--- config.mk ---
export PLATFORM = sky130hd
export DESIGN_NAME = gpu_cmd_arbiter
export DESIGN_NICKNAME = d
export VERILOG_FILES = /design/src/rtl/gpu_cmd_arbiter.sv
export SDC_FILE = /design/constraint.sdc
export NUM_CORES = 1
export LEC_CHECK = 0
export ABC_CLOCK_PERIOD_IN_PS = 2700
export BUFFER_PORTS_ARGS = -buffer_cell sky130_fd_sc_hd__buf_2
export CAP_MARGIN = 20
export CORE_AREA = 3 3 124 215
export DETAILED_ROUTE_END_ITERATION = 8
export DIE_AREA = 0 0 127 218
export SLEW_MARGIN = 20
export SYNTH_ARGS = -nofsm -noshare
export SYNTH_HDL_FRONTEND = slang
export SYNTH_SLANG_ARGS = --single-unit
--- constraint.sdc ---
create_clock -name clk -period 2.7 [get_ports clk]
set_input_delay 0.135 -clock clk [delete_from_list [all_inputs] [get_ports clk]]
set_output_delay 0.135 -clock clk [all_outputs]
set_load 0.05 [all_outputs]
--- src/rtl/gpu_cmd_arbiter.sv ---
// -----------------------------------------------------------------------------
// gpu_cmd_arbiter
//
// Purpose:
//   Shares the single raster GPU command port between NUM_REQ requesters.
//   A round-robin arbiter pushes at most one accepted packet per cycle into
//   a DEPTH-entry command FIFO. An issue FSM pops the head entry, loads the
//   registered gpu_* outputs and fires a one-cycle gpu_execute_request pulse.
//   It then waits for the rasterizer to finish (gpu_busy low) before it
//   issues the next command.
//
// Ports:
//   clk                  in   clock
//   rst_async            in   synchronous active-high reset
//   req_valid[NUM_REQ]   in   requester i offers req_packet[i]
//   req_ready[NUM_REQ]   out  requester i accepted this cycle
//   req_packet[NUM_REQ]  in   {command, x0, y0, x1, y1, colour}, command in MSBs
//   gpu_command          out  registered raster command
//   gpu_x0/y0/x1/y1      out  registered coordinates (8 bits each)
//   gpu_colour           out  registered colour (3 bits)
//   gpu_execute_request  out  one-cycle start pulse
//   gpu_busy             in   rasterizer busy
//   fifo_count           out  number of queued entries
//   idle                 out  FIFO empty and FSM idle
// -----------------------------------------------------------------------------

package gpu_cmd_pkg;

    typedef enum logic [2:0] {
        RC_NOP   = 3'd0,
        RC_PIXEL = 3'd1,
        RC_LINE  = 3'd2,
        RC_RECT  = 3'd3,
        RC_FILL  = 3'd4,
        RC_CLEAR = 3'd5
    } raster_command_t;

    localparam int CMD_W = 3;
    localparam int PKT_W = CMD_W + 8 * 4 + 3;

endpackage

module gpu_cmd_arbiter
    import gpu_cmd_pkg::*;
#(
    parameter int NUM_REQ = 2,
    parameter int DEPTH   = 4
) (
    input  logic                              clk,
    input  logic                              rst_async,
    input  logic [NUM_REQ-1:0]                req_valid,
    output logic [NUM_REQ-1:0]                req_ready,
    input  logic [NUM_REQ-1:0][PKT_W-1:0]     req_packet,
    output raster_command_t                   gpu_command,
    output logic [7:0]                        gpu_x0,
    output logic [7:0]                        gpu_y0,
    output logic [7:0]                        gpu_x1,
    output logic [7:0]                        gpu_y1,
    output logic [2:0]                        gpu_colour,
    output logic                              gpu_execute_request,
    input  logic                              gpu_busy,
    output logic [$clog2(DEPTH):0]            fifo_count,
    output logic                              idle
);

    localparam int AW   = $clog2(DEPTH);
    localparam int CW   = AW + 1;
    localparam int RR_W = (NUM_REQ > 1) ? $clog2(NUM_REQ) : 1;
    localparam logic [CW-1:0]   FULL_COUNT = CW'(DEPTH);
    localparam logic [RR_W-1:0] LAST_REQ   = RR_W'(NUM_REQ - 1);

    typedef enum logic [1:0] {
        ST_IDLE  = 2'd0,
        ST_ISSUE = 2'd1,
        ST_GUARD = 2'd2,
        ST_WAIT  = 2'd3
    } state_t;

    logic [PKT_W-1:0] mem_r [DEPTH];
    logic [AW-1:0]    wr_ptr_r;
    logic [AW-1:0]    rd_ptr_r;
    logic [CW-1:0]    count_r;
    logic [RR_W-1:0]  rr_ptr_r;
    state_t           state_r;
    state_t           state_next_s;

    logic             hi_found_s;
    logic [RR_W-1:0]  hi_idx_s;
    logic             lo_found_s;
    logic [RR_W-1:0]  lo_idx_s;
    logic             grant_found_s;
    logic [RR_W-1:0]  grant_idx_s;
    logic             fifo_full_s;
    logic             push_s;
    logic             pop_s;
    logic [PKT_W-1:0] head_s;

    assign fifo_full_s = (count_r == FULL_COUNT);
    assign fifo_count  = count_r;
    assign head_s      = mem_r[rd_ptr_r];
    assign idle        = (count_r == {CW{1'b0}}) && (state_r == ST_IDLE);

    // Round-robin search: the lowest valid index at or above rr_ptr wins;
    // otherwise the lowest valid index overall (the wrap-around case).
    always_comb begin
        hi_found_s = 1'b0;
        hi_idx_s   = {RR_W{1'b0}};
        lo_found_s = 1'b0;
        lo_idx_s   = {RR_W{1'b0}};
        for (int i = NUM_REQ - 1; i >= 0; i--) begin
            lo_found_s = lo_found_s | req_valid[i];
            lo_idx_s   = req_valid[i] ? RR_W'(i) : lo_idx_s;
            hi_found_s = hi_found_s | (req_valid[i] && (RR_W'(i) >= rr_ptr_r));
            hi_idx_s   = (req_valid[i] && (RR_W'(i) >= rr_ptr_r)) ? RR_W'(i) : hi_idx_s;
        end
        grant_found_s = hi_found_s | lo_found_s;
        grant_idx_s   = hi_found_s ? hi_idx_s : lo_idx_s;
    end

    // A full FIFO refuses every push, even in a cycle where the FSM pops.
    assign push_s = grant_found_s && !fifo_full_s && !rst_async;

    // One-hot ready for the granted requester only.
    always_comb begin
        req_ready = {NUM_REQ{1'b0}};
        for (int i = 0; i < NUM_REQ; i++) begin
            req_ready[i] = push_s && (grant_idx_s == RR_W'(i));
        end
    end

    // FIFO storage; stale entries are harmless because count gates reads.
    always_ff @(posedge clk) begin
        if (push_s) begin
            mem_r[wr_ptr_r] <= req_packet[grant_idx_s];
        end
    end

    // FIFO pointers, occupancy and round-robin pointer.
    always_ff @(posedge clk) begin
        if (rst_async) begin
            wr_ptr_r <= {AW{1'b0}};
            rd_ptr_r <= {AW{1'b0}};
            count_r  <= {CW{1'b0}};
            rr_ptr_r <= {RR_W{1'b0}};
        end else begin
            if (push_s) begin
                wr_ptr_r <= wr_ptr_r + AW'(1);
                rr_ptr_r <= (grant_idx_s == LAST_REQ) ? {RR_W{1'b0}} : grant_idx_s + RR_W'(1);
            end
            if (pop_s) begin
                rd_ptr_r <= rd_ptr_r + AW'(1);
            end
            case ({push_s, pop_s})
                2'b10:   count_r <= count_r + CW'(1);
                2'b01:   count_r <= count_r - CW'(1);
                default: count_r <= count_r;
            endcase
        end
    end

    // Issue FSM next-state logic. The GPU gets one full cycle (GUARD) after
    // the pulse to raise busy before busy is trusted in WAIT.
    always_comb begin
        state_next_s = state_r;
        pop_s        = 1'b0;
        case (state_r)
            ST_IDLE: begin
                if ((count_r != {CW{1'b0}}) && !gpu_busy) begin
                    pop_s        = 1'b1;
                    state_next_s = ST_ISSUE;
                end else begin
                    state_next_s = ST_IDLE;
                end
            end
            ST_ISSUE: state_next_s = ST_GUARD;
            ST_GUARD: state_next_s = ST_WAIT;
            ST_WAIT: begin
                if (!gpu_busy) begin
                    state_next_s = ST_IDLE;
                end else begin
                    state_next_s = ST_WAIT;
                end
            end
            default: state_next_s = ST_IDLE;
        endcase
    end

    // FSM state register.
    always_ff @(posedge clk) begin
        if (rst_async) begin
            state_r <= ST_IDLE;
        end else begin
            state_r <= state_next_s;
        end
    end

    // GPU port registers: loaded on pop and held through GPU execution; the
    // pulse is high only in the cycle right after the pop (the ISSUE state).
    always_ff @(posedge clk) begin
        if (rst_async) begin
            gpu_command         <= RC_NOP;
            gpu_x0              <= 8'd0;
            gpu_y0              <= 8'd0;
            gpu_x1              <= 8'd0;
            gpu_y1              <= 8'd0;
            gpu_colour          <= 3'd0;
            gpu_execute_request <= 1'b0;
        end else begin
            gpu_execute_request <= pop_s;
            if (pop_s) begin
                gpu_command <= raster_command_t'(head_s[PKT_W-1 -: CMD_W]);
                gpu_x0      <= head_s[34:27];
                gpu_y0      <= head_s[26:19];
                gpu_x1      <= head_s[18:11];
                gpu_y1      <= head_s[10:3];
                gpu_colour  <= head_s[2:0];
            end
        end
    end

endmodule

==> results.cfg <==
[finish]
fin_util_pct = 39.3
syn2layout_area_growth_pct = 24.3
multi_input_area_sq_um = 2230
n_fill_cell = 2361
layout.nets = 718
diodes = 0
drive_above_1_share_pct = 34.2
seq_area_sq_um = 5550

[detailed_routing]
drt_pass1_iterations = 4
drt_iter0_markers = 206
viasPerCell = 5.00
num_vias = 4798
avgRoutedWirePerCell_um = 19.5
drt_wl_total_um = 18700
drc_errors = 0
ant_nets = 0

[floorplan]
die_y_um = 218
dieArea_sq_um = 27700
core-area_sq_um = 25200
initial_utilization_pct = 31.6
std_cell_rows = 77
ioPinCount = 126
fp.dieW_um = 127

[grt]
grt_pass1_vias = 5335
grt.total_usage_pct = 13.5
top_usage_layer = met2
grt-ovfl-total = 0
grt_pass1_wl_um = 29200
antenna_found_initial = 0
use_met3_pct = 1.67
met2_usage_pct = 25.8
grtUsageMet1_pct = 15.2
grt_max_degree = 50

[clock_network]
htree_levels = 1
clkSlewWorstSetupHoldPaths_ns = 0.06
cts_resized = 0
cts_buffer_depth = 3
cts_root_buf = clkbuf_16
clock_sinks = 201
numCtsBuffers = 20
clk_latency_ns = 0.49
cts_tree = yes

[synth]
netlist_top_cells_area = edfxtp_1, dfxtp_1, mux4_2
seq_area_frac_synth_pct = 69.5
synth-seq-cells = 201
synthArstFlopShare_pct = 0
avgSynthCellArea_sq_um = 16.4
syn_area_sq_um = 7980
yosysTopAreaCell = edfxtp_1
synth_cell_type_count = 31
synthFlopType = edfxtp_1
yosys_warnings = 0
ys_top_cells_by_count = edfxtp_1, dfxtp_1, a21oi_1
synth_top_area_share_pct = 57.2
postSynthCellCount = 487
synth_edf_count = 152
syn_nets = 574
synthMostInstantiatedCell = edfxtp_1

[sta]
skew_ns = 0.0125
grt_setup_unrepaired = false
hold_slack_ns = 0.0113
worst_pin_slew_ns = 0.814
final-hold-violation-count = 0
slew_viol_final = 0
finalSetupTns_ns = 0
fmax_mhz = 402
min_period_ns = 2.49
slew_headroom_pct = 45.4
post-route-period-util_pct = 92.2
setup_viol = 0

[critical_path]
crit_fanout = 6
crit_slowest_cell = nor3b_1
crit_path_start_kind = flip-flop
cp-end-kind = flip-flop
cp.required_ns = 3.11
slowest_delay_ns = 0.44
crit_chain = nor3b_1 -> nor3_2 -> inv_2 -> ha_1 -> inv_1 -> fa_1 -> xor2_1 -> or3_1 -> a21oi_1
crit_type = reg -> reg
cp_data_arrival_time_ns = 2.90

[hold_path]
min_path_type = in -> reg

[placement]
globalplace.congestion = 0.702
hpwlAfterDp_um = 11500
io_buffers = 125

[pwr]
peakVddDrop_mv = 0.401
power_per_cell_area_nw_per_um2 = 1000
p_leak_nw = 3.46
finalPower_mw = 9.93

[job]
drv_cap = 0

[status]
status = finished, final reports clean
## cell usage in the layout (no fill, tap or decap), drive strengths merged, types with 3 or more instances in the layout
master | synthesis | final
edfxtp | 152 | 152
buf | 19 | 137
dfxtp | 49 | 49
o21ai | 44 | 44
a21oi | 42 | 42
mux2 | 39 | 39
mux4 | 38 | 38
nand3 | 38 | 38
clkbuf | 15 | 22
dlygate4sd3 | 0 | 20
inv | 12 | 13
nor2 | 8 | 8
clkinv | 0 | 7
ha | 5 | 5
and2 | 5 | 5
nor3 | 5 | 5
or3 | 4 | 4
bufinv | 0 | 3
## critical path: cells and delay by family (launching register included)
family                   cells  cell delay (ns)
AO/OA/AOI/OAI                1             0.14
AND/OR/NAND/NOR              3             0.92
flip-flops                   1             0.42
XOR/XNOR                     1             0.16
buffers and inverters        2             0.20
adder cells (fa/ha/maj)      2             0.57
## flip-flops by register name (all words and copies together), names as in the netlist
register and count:
rd_ptr_r 2, gpu_execute_request 1, fifo_count 3, wr_ptr_r 2, gpu_command 3, gpu_x1 8
gpu_colour 3, rr_ptr_r 1, gpu_x0 8, mem_r 152, gpu_y0 8, state_r 2
gpu_y1 8
## power breakdown
group	total, mW	switching, mW	leakage [nW]	internal [mW]
Clock	2.88	1.16	0.332	1.72
Combinational	2.99	2.03	1.34	0.964
Sequential	4.05	0.231	1.79	3.82
Total	9.93	3.42	3.46	6.51
## cell families after synthesis
logic type | after synthesis | synth area share, %
adders and majority gates | 6 | 1.04
and+or+nand+nor | 64 | 4.28
xor gates and xnor gates | 2 | 0.220
DFF | 201 | 69.5
AOI/OAI and AO/OA | 90 | 5.80
muxes | 77 | 16.2
buffers and inverters | 47 | 2.90
## metrics by stage
step           setup WS (ns)  instances  area [sq um]
6_report               0.210        960          9910
5_1_grt               0.0471        960          9910
4_1_cts                0.204        960          9910
3_5_place_dp           0.218        905          9020
3_3_place_gp           0.380        905          9020
2_1_floorplan          0.170        487          7980
## routing by layer
metal	share of wire, %	routed length [um]	vias up
li1	-	-	2182
met1	37	6900	2461
met2	56	10500	122
met3	3.9	728	33
met4	2.8	522	0
met5	0	0	-
## cell type report
type,instances,area share [%]
Sequential cell,201,56.0
Multi-Input combinational cell,239,22.5
Timing Repair Buffer,157,10.1
Clock buffer,22,5.34
Tap cell,316,3.99
Clock inverter,13,1.64
Inverter,12,0.454
## timing repair
action	in CTS	in global routing
hold buffers	20	0
endpoints found under the hold margin	43	0
endpoints found under the setup margin	0	0
setup buffers	0	0
## worst paths after layout
check,slack [ns],cells after the start,from,end
setup / recovery,0.21,9,fifo_count[2],fifo_count[2]
hold / removal,0.01,2,req_packet[24],mem_r[2][24]
setup reg to reg,0.21,9,fifo_count[2],fifo_count[2]
hold reg to reg,0.47,2,gpu_colour[0],gpu_colour[0]
Power figures use the tool's default switching activity.
